`src/rtl/simon_ctrl.sv`:
```
// simon_ctrl: iterative SIMON block-cipher engine with control FSM (default SIMON32/64).
// A master key is captured and expanded into a round-key store, one key per clock.
// After that, a block is encrypted or decrypted at one round per clock.
// Ports:
//   clk       rising-edge clock
//   nR        synchronous reset, active-high
//   newDATA   start a block on its 0->1 transition (needs valid round keys)
//   newKEY    load and expand KEY on its 0->1 transition
//   readDATA  host acknowledge of the result
//   infoIN    command byte: bit7 1=encrypt 0=decrypt, bits6:0 tag
//   countIN   round override, 0 or >T selects T rounds
//   inDATA    block {x, y}
//   KEY       master key, KEY[0] = k0 in the low word
//   loadKEY   one-cycle pulse when the key is captured
//   loadDATA  one-cycle pulse when the block is captured
//   doneKEY   round keys valid
//   doneDATA  outDATA valid
//   infoOUT   latched command byte with bit1=doneDATA, bit0=doneKEY
//   countOUT  current round index
//   outDATA   result block {x, y}
module simon_ctrl #(
    parameter int unsigned N = 16,
    parameter int unsigned M = 4,
    parameter int unsigned T = 32,
    // z0 constant sequence, bit j = z0[j]
    parameter logic [61:0] Z = 62'h19C3522FB386A45F
) (
    input  logic             clk,
    input  logic             nR,
    input  logic             newDATA,
    input  logic             newKEY,
    input  logic             readDATA,
    input  logic [7:0]       infoIN,
    input  logic [7:0]       countIN,
    input  logic [2*N-1:0]   inDATA,
    input  logic [M*N-1:0]   KEY,
    output logic             loadKEY,
    output logic             loadDATA,
    output logic             doneKEY,
    output logic             doneDATA,
    output logic [7:0]       infoOUT,
    output logic [7:0]       countOUT,
    output logic [2*N-1:0]   outDATA
);

    localparam int unsigned IW = $clog2(T);
    localparam logic [7:0]  T8 = 8'(T);

    typedef enum logic [2:0] {IDLE, KEXP, READY, RUN, DONE} state_t;

    state_t        state;
    logic [N-1:0]  rk [T];
    logic [IW-1:0] kIdx;
    logic [N-1:0]  xR, yR;
    logic [5:0]    infoTag;
    logic [7:0]    rounds;
    logic          keyPrev, dataPrev;
    logic          keyRise, dataRise;
    logic [N-1:0]  kTmp, kNext, rkSel, xNext, yNext;
    logic [5:0]    zIdx;
    logic [IW-1:0] rIdx;
    logic          lastRound;
    logic          unusedInfoBits;

    function automatic logic [N-1:0] rol(input logic [N-1:0] v, input int unsigned s);
        return (v << s) | (v >> (N - s));
    endfunction

    function automatic logic [N-1:0] fRound(input logic [N-1:0] v);
        return (rol(v, 1) & rol(v, 8)) ^ rol(v, 2);
    endfunction

    assign keyRise  = newKEY & ~keyPrev;
    assign dataRise = newDATA & ~dataPrev;

    // Bits 1:0 of the command byte are replaced by the done flags.
    assign unusedInfoBits = ^infoIN[1:0];
    assign infoOUT = {infoTag, doneDATA, doneKEY};

    // Next round key rk[kIdx] from the previously expanded words
    always_comb begin
        kTmp = rol(rk[kIdx - IW'(1)], N - 3);
        if (M == 4) begin
            kTmp = kTmp ^ rk[kIdx - IW'(3)];
        end
        kTmp  = kTmp ^ rol(kTmp, N - 1);
        zIdx  = 6'((32'(kIdx) - M) % 62);
        kNext = ~rk[kIdx - IW'(M)] ^ kTmp ^ N'(Z[zIdx]) ^ N'(3);
    end

    // One cipher round; decryption walks the key schedule backwards
    always_comb begin
        rIdx  = infoTag[5] ? IW'(countOUT) : IW'(rounds - 8'd1 - countOUT);
        rkSel = rk[rIdx];
        if (infoTag[5]) begin
            xNext = yR ^ fRound(xR) ^ rkSel;
            yNext = xR;
        end else begin
            xNext = yR;
            yNext = xR ^ fRound(yR) ^ rkSel;
        end
        lastRound = (countOUT == rounds - 8'd1);
    end

    // Control FSM with registered outputs; the key store itself is not reset
    always_ff @(posedge clk) begin
        if (nR) begin
            state    <= IDLE;
            keyPrev  <= 1'b0;
            dataPrev <= 1'b0;
            loadKEY  <= 1'b0;
            loadDATA <= 1'b0;
            doneKEY  <= 1'b0;
            doneDATA <= 1'b0;
            countOUT <= 8'd0;
            outDATA  <= '0;
            infoTag  <= 6'd0;
            rounds   <= 8'd0;
            kIdx     <= '0;
            xR       <= '0;
            yR       <= '0;
        end else begin
            keyPrev  <= newKEY;
            dataPrev <= newDATA;
            loadKEY  <= 1'b0;
            loadDATA <= 1'b0;
            case (state)
                IDLE, READY, DONE: begin
                    if (keyRise) begin
                        for (int k = 0; k < int'(M); k++) begin
                            rk[k] <= KEY[k*N +: N];
                        end
                        loadKEY  <= 1'b1;
                        doneKEY  <= 1'b0;
                        doneDATA <= 1'b0;
                        kIdx     <= IW'(M);
                        state    <= KEXP;
                    end else if (dataRise && doneKEY) begin
                        // A capture also serves as the acknowledge of a pending result
                        xR       <= inDATA[2*N-1:N];
                        yR       <= inDATA[N-1:0];
                        infoTag  <= infoIN[7:2];
                        rounds   <= (countIN != 8'd0 && countIN <= T8) ? countIN : T8;
                        loadDATA <= 1'b1;
                        doneDATA <= 1'b0;
                        countOUT <= 8'd0;
                        state    <= RUN;
                    end else if (state == DONE && readDATA) begin
                        doneDATA <= 1'b0;
                        state    <= READY;
                    end
                end
                KEXP: begin
                    rk[kIdx] <= kNext;
                    if (kIdx == IW'(T - 1)) begin
                        doneKEY <= 1'b1;
                        state   <= READY;
                    end else begin
                        kIdx <= kIdx + IW'(1);
                    end
                end
                RUN: begin
                    xR       <= xNext;
                    yR       <= yNext;
                    countOUT <= countOUT + 8'd1;
                    if (lastRound) begin
                        outDATA  <= {xNext, yNext};
                        doneDATA <= 1'b1;
                        state    <= DONE;
                    end
                end
                default: state <= IDLE;
            endcase
        end
    end

endmodule

```
`config.mk`:
```
export PLATFORM = sky130hd
export DESIGN_NAME = simon_ctrl
export DESIGN_NICKNAME = d
export VERILOG_FILES = /design/src/rtl/simon_ctrl.sv
export SDC_FILE = /design/constraint.sdc
export NUM_CORES = 2
export LEC_CHECK = 0
export ABC_AREA = 1
export CAP_MARGIN = 20
export CELL_PAD_IN_SITES_DETAIL_PLACEMENT = 0
export CELL_PAD_IN_SITES_GLOBAL_PLACEMENT = 2
export CORE_AREA = 10 10 338 340
export CTS_BUF_LIST = sky130_fd_sc_hd__clkbuf_8
export DETAILED_ROUTE_END_ITERATION = 6
export DIE_AREA = 0 0 348 350
export DONT_BUFFER_PORTS = 1
export HOLD_SLACK_MARGIN = 0.02
export PLACE_DENSITY_LB_ADDON = 0.1
export SYNTH_ARGS = -nofsm -noshare
export SYNTH_HDL_FRONTEND = slang
export SYNTH_SLANG_ARGS = --single-unit
```
`constraint.sdc`:
```
create_clock -name clk -period 4.6 [get_ports clk]
set_clock_uncertainty 0.05 [all_clocks]
set_input_delay 0.69 -clock clk [delete_from_list [all_inputs] [get_ports clk]]
set_output_delay 0.69 -clock clk [all_outputs]
set_load 0.02 [all_outputs]
```
# After elaboration in Yosys (flattened, before gate mapping)
# Memory sizes are Yosys's and may differ from the RTL's.
# Cells that the tools add are included.
# Widths: inputs -> output; s select.
[totals] romBits=64 word_cells=127 reg_bits=100 ramBits=512 mem_count=2
[mem_list] memory="rk" depth=32 word_bits=16 read_ports=4 rd_ports_with_merged_regs=0 write_ports=4 line_no="52" rtl="logic [N-1:0] rk [T];"
[mem_list] memory="(name not given)" depth=64 word_bits=1 read_ports=1 rd_ports_with_merged_regs=0 write_ports=0 line_no="88" rtl="kNext = ~rk[kIdx - IW'(M)] ^ kTmp ^ N'(Z[zIdx]) ^ N'(3);"
[classes] n_reduce_logical=17 n_mux=42 n_lt_le_gt_ge=2 n_bitwise=28 div_mod_pow=1 eq_ne=13 addsub=8
[op_table] cell="$xor 16x16->16" n=9
[op_table] cell="$mux 16" n=7
[op_table] cell="$pmux 16 s2" n=2
[op_table] cell="$and 16x16->16" n=2
[op_table] cell="$mod 32x6->32 const B" n=1
[op_table] cell="$or 16x1->16" n=2
[op_table] cell="$or 16x2->16" n=2
[op_table] cell="$or 16x8->16" n=2
[op_table] cell="$mux 8" n=3
[op_table] cell="$mux 5" n=4
[op_table] cell="$reduce_and 3->1" n=6
[op_table] cell="$mux 1" n=16
[op_table] cell="$not 16->16" n=1
[op_table] cell="$or 16x13->16" n=1
[op_table] cell="$or 16x15->16" n=1
[op_table] cell="$pmux 8 s2" n=1
[op_table] cell="$reduce_or 16->1" n=1
[op_table] cell="$xor 16x1->16" n=1
[op_table] cell="$mux 3" n=5
[op_table] cell="$ne 2x2->1 const B" n=6
[op_table] cell="$pmux 5 s2" n=1
[op_table] cell="$pmux 3 s3" n=1
[op_table] cell="$add 8x1->8 const B" n=1
[op_table] cell="$eq 8x8->1" n=1
[op_table] cell="other kinds (24)" n=34

# Depth between registers and ports, before layout
# An unclocked memory read counts as a cell.
[depth] depth_word=10 depth_mapped=26 mapped_depth_nobuf=23

# Worst setup path after synthesis
# Ideal clock, no wire load.
[synth_path] path_type="reg-to-reg" from="register kIdx[0]" to="memory rk[10][5], data pin" required_time_ns=4.277 path_buffers=8 setup_slack_ns=0.830 arrival_ns=3.447 path_stages_with_launch=22 setup_time_ns=0.273 path_cell_list="dfxtp_1 -> buf_4 -> inv_2 -> buf_6 -> buf_4 -> buf_2 -> buf_2 -> ha_1 -> buf_4 -> inv_2 -> buf_2 -> clkbuf_1 -> nor2_1 -> o211ai_1 -> nand3_1 -> nand2_1 -> xor2_2 -> inv_2 -> nand2_1 -> nand2_1 -> nand2_2 -> and2_1"
[synth_lines] item="start, declared" line_no="53" rtl="logic [IW-1:0] kIdx;"
[synth_lines] item="start signal, assigned" line_no="136" rtl="kIdx <= IW'(M);"
[synth_lines] item="start signal, assigned" line_no="159" rtl="kIdx <= kIdx + IW'(1);"
[synth_lines] item="end, declared" line_no="52"

==> summary.md <==
| Metric | Value |
|---|---|
| Total CTS buffers | `117` |
| First DRT Iteration DRCs | `4857` |
| GRT Util Overall | `30.1%` |
| DIE WIDTH | `348 µm` |
| Power per cell area | `602 nW/µm²` |
| Crit path DAT | `4.96 ns` |
| Placed cell count | `7006` |
| Largest cells by area after synthesis | `edfxtp_1 (37%), nand2_1 (18%), nand3_1 (11%), o21ai_0 (4.9%), dfxtp_1 (4.8%)` |
| Number of global-route vias before repair | `37.8k` |
| Ports | `169` |
| Mapped Area | `41600 µm²` |
| Worst VDD drop | `561 µV` |
| Tightest Pin Transition | `1.18 ns` |
| Tmin final | `4.47 ns` |
| Total power | `27.7 mW` |
| Syn-to-layout area delta | `10.8%` |
| Hold Slack | `0.0878 ns` |
| Fraction of registers with async set/reset | `0%` |
| Mean routed wirelength per cell | `26.1 µm` |
| H-tree levels | `3` |
| Die area | `122000 µm²` |
| Tcrit/Tclk final | `97.2%` |
| Post-Synth XOR/XNOR Area | `2.02%` |
| Adder-cell share of the synthesized area | `0.590%` |
| Most numerous cell in the Yosys netlist | `nand2_1` |
| Fmax | `224 MHz` |
| Worst-Skew Late Latency | `0.81 ns` |
| Nets | `5887` |
| Setup bufs post-CTS | `0` |
| Synth area leader | `edfxtp_1` |
| FF-to-FF setup slack | `0.13 ns` |
| Distinct cells, synth | `53` |
| Synth top cells by count | `nand2_1 (1989), nand3_1 (943), edfxtp_1 (512)` |
| Synth Register Bits | `612` |
| CTS tree | `done` |
| Worst Hold Class | `primary input to register` |
| Routed vias | `41.5k` |
| Final hold violations | `0` |
| Post-synth top area share | `37.0%` |
| Layout Cells excl Fill | `7263` |
| Mapped Cells | `5839` |
| Leakage | `19.6 nW` |
| CP Class | `register to register` |
| First-pass GRT wire length | `270 mm` |
| CTS root buffer | `clkbuf_8` |
| WP data required | `5.09 ns` |
| Slew HR | `21.3%` |
| Clock slew seen by the registers of the worst setup and hold paths | `0.07 ns` |
| Simple-gate area share of the yosys netlist | `32.5%` |
| Initial core utilization | `38.6%` |
| Vias per inst | `5.71` |
| Main combinational cell family by area after synthesis | `simple AND/OR/NAND/NOR gates` |
| Final-layout fill cell count | `11.1k` |
| # rows | `121` |
| Max-cap violations | `0` |
| Status | `finished, final reports clean` |
| Core footprint | `108000 µm²` |
| ANT nets after route | `0` |
| Port bufs | `0` |
| # DRC | `0` |
| Seq/Total Area, Yosys | `41.8%` |
| Final setup vio count | `0` |
| Max Fanout on Critical Path | `32` |
| CTS sink count | `612` |
| RSZ-0062 raised after global routing | `no` |
| CP Capture Type | `register` |
| Post-synth EDFFs | `512` |
| Final WL | `190 mm` |
| Setup TNS | `0 ns` |
| Post-synthesis mux area share | `0%` |
| Antenna violations before repair | `1` |
| Post-Syn Area per Cell | `7.12 µm²` |
| Share of layout cells above drive strength 1 | `7.63%` |
| GPL Wtd Cong | `0.885` |
| DR pass1 iterations | `7` |
| Max Slew Vio Count | `0` |
| Largest net degree at the start of global routing | `128` |
| Yosys warns | `0` |
| Grt ovf | `0` |
| Synth Area in Compound Gates | `13.4%` |
| Syn Nets | `5975` |
| Commonest register cell after synthesis | `edfxtp_1` |
| DP HPWL | `126 mm` |
| Die H | `350 µm` |
| Setup crit start kind | `register` |
| CTS max path bufs | `3` |
path summary, 6_finish.rpt:
kind,from,endpoint,cells after the start
hold reg to reg,rounds[7],rounds[7],2
hold / removal,countIN[3],rounds[3],2
setup reg to reg,kIdx[0],rk[3][14],18
setup / recovery,kIdx[0],rk[3][14],18
worst max-delay path, cell delays in order (launching register included):
cell,delay [ns]
dfxtp_4,0.39
inv_8,0.04
ha_1,0.32
xnor2_4,0.93
buf_12,0.27
buf_4,0.24
o21ai_0,0.11
inv_1,0.06
o21ai_0,0.07
nand3_1,0.09
nand3_1,0.15
nand2_1,0.39
nand2_1,0.14
nand3b_1,0.14
nand2_1,0.06
nand2_1,0.07
nand2_2,0.41
nand2_1,0.18
nand2_1,0.06
where the power goes:
part | internal [mW] | switching, mW | total, mW
sequential | 8.86 | 0.118 | 8.98
combinational | 3.43 | 10.1 | 13.5
clock | 2.63 | 2.63 | 5.26
logic make-up after synthesis:
logic type | Yosys count
and+or+nand+nor | 3206
AOI/OAI and AO/OA | 982
buffers and inverters | 931
DFF | 612
xor gates and xnor gates | 89
adders and majority gates | 19
per-stage QoR:
stage	instance area (µm²)	setup slack [ns]	util, %
floorplan	41600	0.830	-
global placement	43400	0.218	40.3
detailed placement	43400	0.174	40.3
CTS	46000	0.120	42.6
global route	46100	0.0388	42.7
finish	46100	0.128	42.7
sequential cells by signal (all words and copies together), names as in the netlist:
signal / flops
state: 3
loadDATA: 1
doneKEY: 1
xR: 16
yR: 16
rk: 512
doneDATA: 1
kIdx: 5
outDATA: 32
rounds: 8
infoTag: 6
loadKEY: 1
dataPrev: 1
countOUT: 8
keyPrev: 1
layout make-up:
class                           count  area [µm²]  area share (%)
Sequential cell                   612       17400            37.7
Multi-Input combinational cell   4296       20300            44.2
Inverter                          501        1910            4.14
Clock buffer                      130        1790            3.88
Timing Repair Buffer              223        2460            5.35
Antenna cell                        4        10.0          0.0217
Tap cell                         1414        1770            3.84
Clock inverter                     83         397           0.861
metal layers:
metal / part of all wire (%) / wire length [µm] / GRT usage [%] / up-vias
met5: 0 / 0 / 0 / -
met4: 3.6 / 6870 / 10.7 / 0
met3: 8.3 / 15800 / 4.12 / 289
met2: 44 / 82500 / 46.1 / 1929
met1: 45 / 84400 / 43.0 / 19900
li1: - / - / - / 19400
placed cells by master, fill, tap and decap left out, types with 35 or more instances in the layout:
master,netlist,routed
o211ai_1,125,125
a21oi_1,299,299
o21ai_1,49,48
buf_12,0,49
xor2_1,77,77
nand3_1,943,943
nor2_1,174,143
a22o_1,35,35
o21ai_0,406,406
edfxtp_1,512,512
inv_1,471,511
clkbuf_8,0,130
dlygate4sd3_1,0,35
buf_4,38,134
nand2_1,1989,1985
dfxtp_1,100,98
what timing repair did:
item	in CTS	in global routing
endpoints found under the hold margin	107	0
hold buffers	36	0
resized for setup	0	1
endpoints found under the setup margin	0	20
(Power assumes the default switching activity.)
